<file path="config.mk">
export PLATFORM = sky130hd
export DESIGN_NAME = fg_code_driver_flat
export DESIGN_NICKNAME = d
export VERILOG_FILES = /design/src/rtl/fg_drv_pkg.sv /design/src/rtl/fg_code_driver_if.sv /design/src/rtl/fg_req_fifo.sv /design/src/rtl/fg_code_driver.sv /design/src/flat_wrapper.sv
export SDC_FILE = /design/constraint.sdc
export NUM_CORES = 1
export LEC_CHECK = 0
export ABC_AREA = 1
export CORE_MARGIN = 2
export CORE_UTILIZATION = 25
export CTS_CLUSTER_DIAMETER = 30
export DETAILED_ROUTE_END_ITERATION = 8
export RECOVER_POWER = 100
export REMOVE_ABC_BUFFERS = 1
export SYNTH_ARGS = -nofsm -noshare
export SYNTH_HDL_FRONTEND = slang
export SYNTH_SLANG_ARGS = --single-unit
export TNS_END_PERCENT = 10
</file>
<file path="constraint.sdc">
create_clock -name Clock -period 2.7 [get_ports Clock]
set_input_delay 0.54 -clock Clock [delete_from_list [all_inputs] [get_ports Clock]]
set_output_delay 0.54 -clock Clock [all_outputs]
set_load 0.05 [all_outputs]
</file>
<file path="src/rtl/fg_drv_pkg.sv">
// Shared types and the {f,g} -> {x1,x2,x3} encoder
// for the decoder stimulus driver.
package fg_drv_pkg;

  typedef logic [1:0] fg_code_t;

  typedef enum logic {
    IDLE,
    DRIVE
  } state_t;

  localparam fg_code_t FG_ILLEGAL = 2'b11;

  // Don't-care input bits are filled from the free counter
  function automatic logic [2:0] fg_encode(
    input fg_code_t   code,
    input logic [1:0] fc
  );
    logic [2:0] v;
    v = 3'b000;
    case (code)
      2'b00:   v = {fc[0], 2'b00};
      2'b10:   v = {fc[0], 2'b10};
      2'b01:   v = {fc[0], fc[1], 1'b1};
      default: v = 3'b000;
    endcase
    return v;
  endfunction

endpackage

</file>
<file path="src/rtl/fg_code_driver_if.sv">
// Request handshake between a code producer
// and the decoder stimulus driver.
interface fg_code_driver_if;

  logic req_valid;
  logic req_ready;
  logic req_f;
  logic req_g;

  modport master (
    output req_valid,
    output req_f,
    output req_g,
    input  req_ready
  );

  modport slave (
    input  req_valid,
    input  req_f,
    input  req_g,
    output req_ready
  );

endinterface

</file>
<file path="src/rtl/fg_req_fifo.sv">
// Small synchronous FIFO holding requested {f,g} codes.
// QDEPTH must be a power of two, at least 2.
module fg_req_fifo
  import fg_drv_pkg::*;
#(
  parameter int QDEPTH = 4
) (
  input  logic     clk,
  input  logic     rst,
  input  logic     push,
  input  logic     pop,
  input  fg_code_t wdata,
  output fg_code_t rdata,
  output logic     full,
  output logic     empty
);

  localparam int AW = $clog2(QDEPTH);

  fg_code_t      mem [QDEPTH];
  logic [AW:0]   wr_ptr;
  logic [AW:0]   rd_ptr;
  logic          do_push;
  logic          do_pop;

  assign full  = (wr_ptr[AW] != rd_ptr[AW]) &&
                 (wr_ptr[AW-1:0] == rd_ptr[AW-1:0]);
  assign empty = (wr_ptr == rd_ptr);

  assign do_push = push && !full;
  assign do_pop  = pop && !empty;

  assign rdata = mem[rd_ptr[AW-1:0]];

  always_ff @(posedge clk or posedge rst) begin
    if (rst) begin
      wr_ptr <= '0;
      rd_ptr <= '0;
    end else begin
      if (do_push) wr_ptr <= wr_ptr + 1'b1;
      if (do_pop)  rd_ptr <= rd_ptr + 1'b1;
    end
  end

  always_ff @(posedge clk) begin
    if (do_push) mem[wr_ptr[AW-1:0]] <= wdata;
  end

endmodule

</file>
<file path="src/rtl/fg_code_driver.sv">
// Queues requested {f,g} codes, drives the encoded vector to a
// registered decoder for HOLD_CYCLES, then checks its answer.
module fg_code_driver
  import fg_drv_pkg::*;
#(
  parameter int HOLD_CYCLES = 2,
  parameter int QDEPTH      = 4
) (
  input  logic             Clock,
  input  logic             Reset,
  fg_code_driver_if.slave  req,
  output logic             x1,
  output logic             x2,
  output logic             x3,
  input  logic             f_in,
  input  logic             g_in,
  output logic             busy,
  output logic             done,
  output logic             err,
  output logic             illegal,
  output logic [7:0]       err_count
);

  localparam int HW = $clog2(HOLD_CYCLES);
  localparam logic [HW-1:0] HOLD_LAST = HW'(HOLD_CYCLES - 1);

  state_t        state, state_n;
  logic [HW-1:0] hold, hold_n;
  logic [2:0]    vec, vec_n;
  fg_code_t      cur, cur_n;
  logic [1:0]    fc, fc_n;
  logic          done_n, err_n, illegal_n;
  logic [7:0]    cnt_n;

  fg_code_t      head;
  logic          full, empty;
  logic          push, pop, load;

  assign req.req_ready = !full;
  assign push = req.req_valid && !full;

  fg_req_fifo #(
    .QDEPTH (QDEPTH)
  ) u_fifo (
    .clk   (Clock),
    .rst   (Reset),
    .push  (push),
    .pop   (pop),
    .wdata ({req.req_f, req.req_g}),
    .rdata (head),
    .full  (full),
    .empty (empty)
  );

  always_comb begin
    state_n   = state;
    hold_n    = hold;
    vec_n     = vec;
    cur_n     = cur;
    fc_n      = fc;
    cnt_n     = err_count;
    done_n    = 1'b0;
    err_n     = 1'b0;
    illegal_n = 1'b0;
    pop       = 1'b0;
    load      = 1'b0;
    unique case (state)
      IDLE: begin
        if (!empty) begin
          if (head == FG_ILLEGAL) begin
            pop       = 1'b1;
            illegal_n = 1'b1;
          end else begin
            load = 1'b1;
          end
        end
      end
      DRIVE: begin
        if (hold == HOLD_LAST) begin
          done_n = 1'b1;
          if ({f_in, g_in} != cur) begin
            err_n = 1'b1;
            if (err_count != 8'hff) cnt_n = err_count + 8'd1;
          end
          // Illegal heads are left for IDLE to retire
          load = !empty && (head != FG_ILLEGAL);
          if (!load) begin
            state_n = IDLE;
            vec_n   = 3'b000;
          end
        end else begin
          hold_n = hold + 1'b1;
        end
      end
      default: state_n = IDLE;
    endcase
    if (load) begin
      pop     = 1'b1;
      vec_n   = fg_encode(head, fc);
      cur_n   = head;
      fc_n    = fc + 2'd1;
      hold_n  = '0;
      state_n = DRIVE;
    end
  end

  always_ff @(posedge Clock or posedge Reset) begin
    if (Reset) begin
      state     <= IDLE;
      hold      <= '0;
      vec       <= 3'b000;
      cur       <= 2'b00;
      fc        <= 2'b00;
      done      <= 1'b0;
      err       <= 1'b0;
      illegal   <= 1'b0;
      err_count <= 8'd0;
    end else begin
      state     <= state_n;
      hold      <= hold_n;
      vec       <= vec_n;
      cur       <= cur_n;
      fc        <= fc_n;
      done      <= done_n;
      err       <= err_n;
      illegal   <= illegal_n;
      err_count <= cnt_n;
    end
  end

  assign {x1, x2, x3} = vec;
  assign busy = (state == DRIVE);

endmodule

</file>
<file path="src/flat_wrapper.sv">
// flat-port wrapper written by rule: the top's interface ports become plain ports
module fg_code_driver_flat import fg_drv_pkg::*;
#(
  parameter int HOLD_CYCLES = 2,
  parameter int QDEPTH      = 4
)
  (Clock, Reset, x1, x2, x3, f_in, g_in, busy, done, err, illegal, err_count, req_req_valid, req_req_f, req_req_g, req_req_ready);
  fg_code_driver_if req_i ();
  input  logic Clock;
  input  logic Reset;
  output logic x1;
  output logic x2;
  output logic x3;
  input  logic f_in;
  input  logic g_in;
  output logic busy;
  output logic done;
  output logic err;
  output logic illegal;
  output logic [7:0] err_count;
  input wire logic [$bits(req_i.req_valid)-1:0] req_req_valid;
  input wire logic [$bits(req_i.req_f)-1:0] req_req_f;
  input wire logic [$bits(req_i.req_g)-1:0] req_req_g;
  output wire logic [$bits(req_i.req_ready)-1:0] req_req_ready;
  assign req_i.req_valid = req_req_valid;
  assign req_i.req_f = req_req_f;
  assign req_i.req_g = req_req_g;
  assign req_req_ready = req_i.req_ready;
  fg_code_driver #(.HOLD_CYCLES(HOLD_CYCLES), .QDEPTH(QDEPTH)) u_core (.Clock(Clock), .Reset(Reset), .req(req_i), .x1(x1), .x2(x2), .x3(x3), .f_in(f_in), .g_in(g_in), .busy(busy), .done(done), .err(err), .illegal(illegal), .err_count(err_count));
endmodule
</file>
==> impl_metrics.json <==
{
  "drt_iter0_drc": 48,
  "portBuffers": 22,
  "finalCritPeriodShare_pct": 93.60,
  "p_leak_nw": 1.069,
  "setup_viol": 0,
  "cts_tree": "yes",
  "syn_inst": 186,
  "die_h_um": 87.02,
  "cp-end-kind": "output port",
  "grt_max_degree": 27,
  "htreeDepth": 2,
  "mostFrequentLayoutCells": "nand2_1 (70), dfrtp_1 (26), dlygate4sd3_1 (19), inv_1 (18), nand3_1 (17)",
  "hold_class": "reg -> reg",
  "max_cap_violations": 0,
  "via_per_inst": 4.242,
  "core_um2": 6719,
  "ir_worst_vdd_uv": 448.6,
  "tightestPinTransition_ps": 1422,
  "nets": 229,
  "wire_per_inst_um": 10.43,
  "finalHoldViolCount": 0,
  "root_buffer": "clkbuf_8",
  "netlist_area_um2": 1723,
  "synth-seq-cells": 34,
  "min_period_ps": 2527,
  "wl_met1_mm": 1.493,
  "cts_buffers": 5,
  "syn_to_final_growth_pct": 22.29,
  "tns_ps": 0,
  "power.total_mw": 2.668,
  "ys_seq_area_share_pct": 51.71,
  "postRouteAntennaNets": 0,
  "place_ws_ps": 521.1,
  "antenna_found_initial": 0,
  "layout_commonest_cell": "nand2_1",
  "ctsHoldBuffers": 0,
  "max_clock_freq_mhz": 395.7,
  "grt_pass1_vias": 1224,
  "grt_pass1_wl_mm": 5.478,
  "ys_types": 28,
  "diodes": 0,
  "multi_input_area_um2": 705.7,
  "rows": 30,
  "syn_avg_cell_area_um2": 9.263,
  "cts_resized": 0,
  "die_area_um2": 7572,
  "worstSetupPathType": "reg -> out",
  "regArea_um2": 890.9,
  "top_layer_used": "met4",
  "finalClockSkew_ps": 8.920,
  "vias": 1260,
  "outcome": "finished clean",
  "drt-pass1-iter-count": 4,
  "max-slew-margin-rel_pct": 5.226,
  "maxSlewViolCount": 0,
  "powerDensity_nw_per_um2": 1266,
  "layout_setup_ws_ps": 172.9,
  "gp_congestion": 0.7333,
  "die_w_um": 87.02,
  "clkLatencyLatePin_ps": 280,
  "path_clk_slew_ps": 70,
  "nFillCells": 716,
  "start_util_pct": 25.64,
  "critical_path_arrival_ps": 1990,
  "cp-start-kind": "register",
  "path_max_fanout": 8,
  "yosysWarnings": 0,
  "dp_hpwl_mm": 2.342,
  "critPathRequiredTime_ps": 2160,
  "grt.total_usage_pct": 9.312,
  "clock_path_buffers": 2,
  "wl_mm": 3.099,
  "pin_count": 23,
  "wl_met2_mm": 1.371,
  "wl_met3_um": 157,
  "drive_gt1_share_pct": 7.373,
  "postCtsSetupRepairBufs": 0,
  "rsz0062_at_grt": "no",
  "clock-sinks": 34,
  "drcViolationCount": 0,
  "grt-ovfl-total": 0
}
worst max-delay path, stage by stage, from the launching register on:
cell and delay (ps):
dfrtp_1 490, inv_2 100, nand2_1 70, nand2_1 90
nand4_1 130, clkdlybuf4s50_1 820
per-stage QoR:
step	util [%]	std cells	hold WS [ps]	instance area (um2)
after floorplan	-	186	469.5	1723
after global placement	30.52	289	490.9	2051
after detailed placement	30.52	289	488.4	2051
after CTS	32.16	297	508.7	2161
after global routing	31.36	297	521.1	2107
final	31.36	297	499.4	2107
state kept, by name, summed over array words and instances (netlist names):
register / cells
u_core.illegal: 1
u_core.busy: 1
u_core.u_fifo.wr_ptr: 3
u_core.fc: 2
u_core.u_fifo.rd_ptr: 3
u_core.cur: 2
u_core.err: 1
u_core.u_fifo.mem: 8
u_core.hold: 1
u_core.vec: 3
u_core.done: 1
u_core.err_count: 8
final timing paths:
| path | end | cells after the start | from | slack, ps |
|---|---|---|---|---|
| hold reg to reg | u_core.vec[1] | 2 | u_core.vec[1] | 500 |
| setup reg to reg | u_core.vec[1] | 9 | u_core.u_fifo.rd_ptr[0] | 950 |
| setup / recovery | req_req_ready | 5 | u_core.u_fifo.rd_ptr[0] | 170 |
| max in group asynchronous | u_core.hold | 3 | Reset | 700 |
| hold / removal | u_core.vec[1] | 2 | u_core.vec[1] | 500 |
| min in group asynchronous | u_core.u_fifo.wr_ptr[1] | 3 | Reset | 1170 |
synth_stat cells (all sizes together):
cell type / n / area share, %
nor2: 10 / 2.8
edfxtp: 8 / 14
dfrtp: 26 / 38
nor3: 2 / 0.58
nand3: 18 / 7.3
xnor2: 5 / 3.0
ha: 6 / 4.4
and2: 1 / 0.36
a21oi: 2 / 0.58
xor2: 7 / 3.6
o21bai: 1 / 0.44
nand2: 73 / 17
o21ai: 3 / 0.87
inv: 20 / 4.5
or2: 1 / 0.36
nand4: 3 / 2.3
per-layer routing:
layer | global-route usage, % | up-vias
li1 | - | 646
met1 | 11.94 | 583
met2 | 14.16 | 24
met3 | 3.033 | 7
met4 | 4.403 | 0
met5 | 0 | -
final cells by class:
| class | count | share of cell area (%) |
|---|---|---|
| flip-flops and latches | 34 | 42.28 |
| multi-input cells | 132 | 33.49 |
| repair buffers | 23 | 10.63 |
| well taps | 80 | 4.751 |
| inverters | 20 | 3.622 |
| clock buffers | 6 | 3.444 |
| clock inverters | 2 | 1.781 |
where the power goes:
part	total, mW	internal (mW)	switching, mW
logic	1.32	0.430	0.885
clock network	0.457	0.275	0.182
registers	0.896	0.726	0.170
logic make-up after synthesis:
| group | share of synthesized area (%) |
|---|---|
| AOI/OAI and AO/OA | 1.888 |
| xor gates and xnor gates | 6.536 |
| adders and majority gates | 4.357 |
| buffers and inverters | 4.502 |
| DFF | 51.71 |
| and+or+nand+nor | 31.01 |
Note: power is estimated with default switching activity, not from simulation.
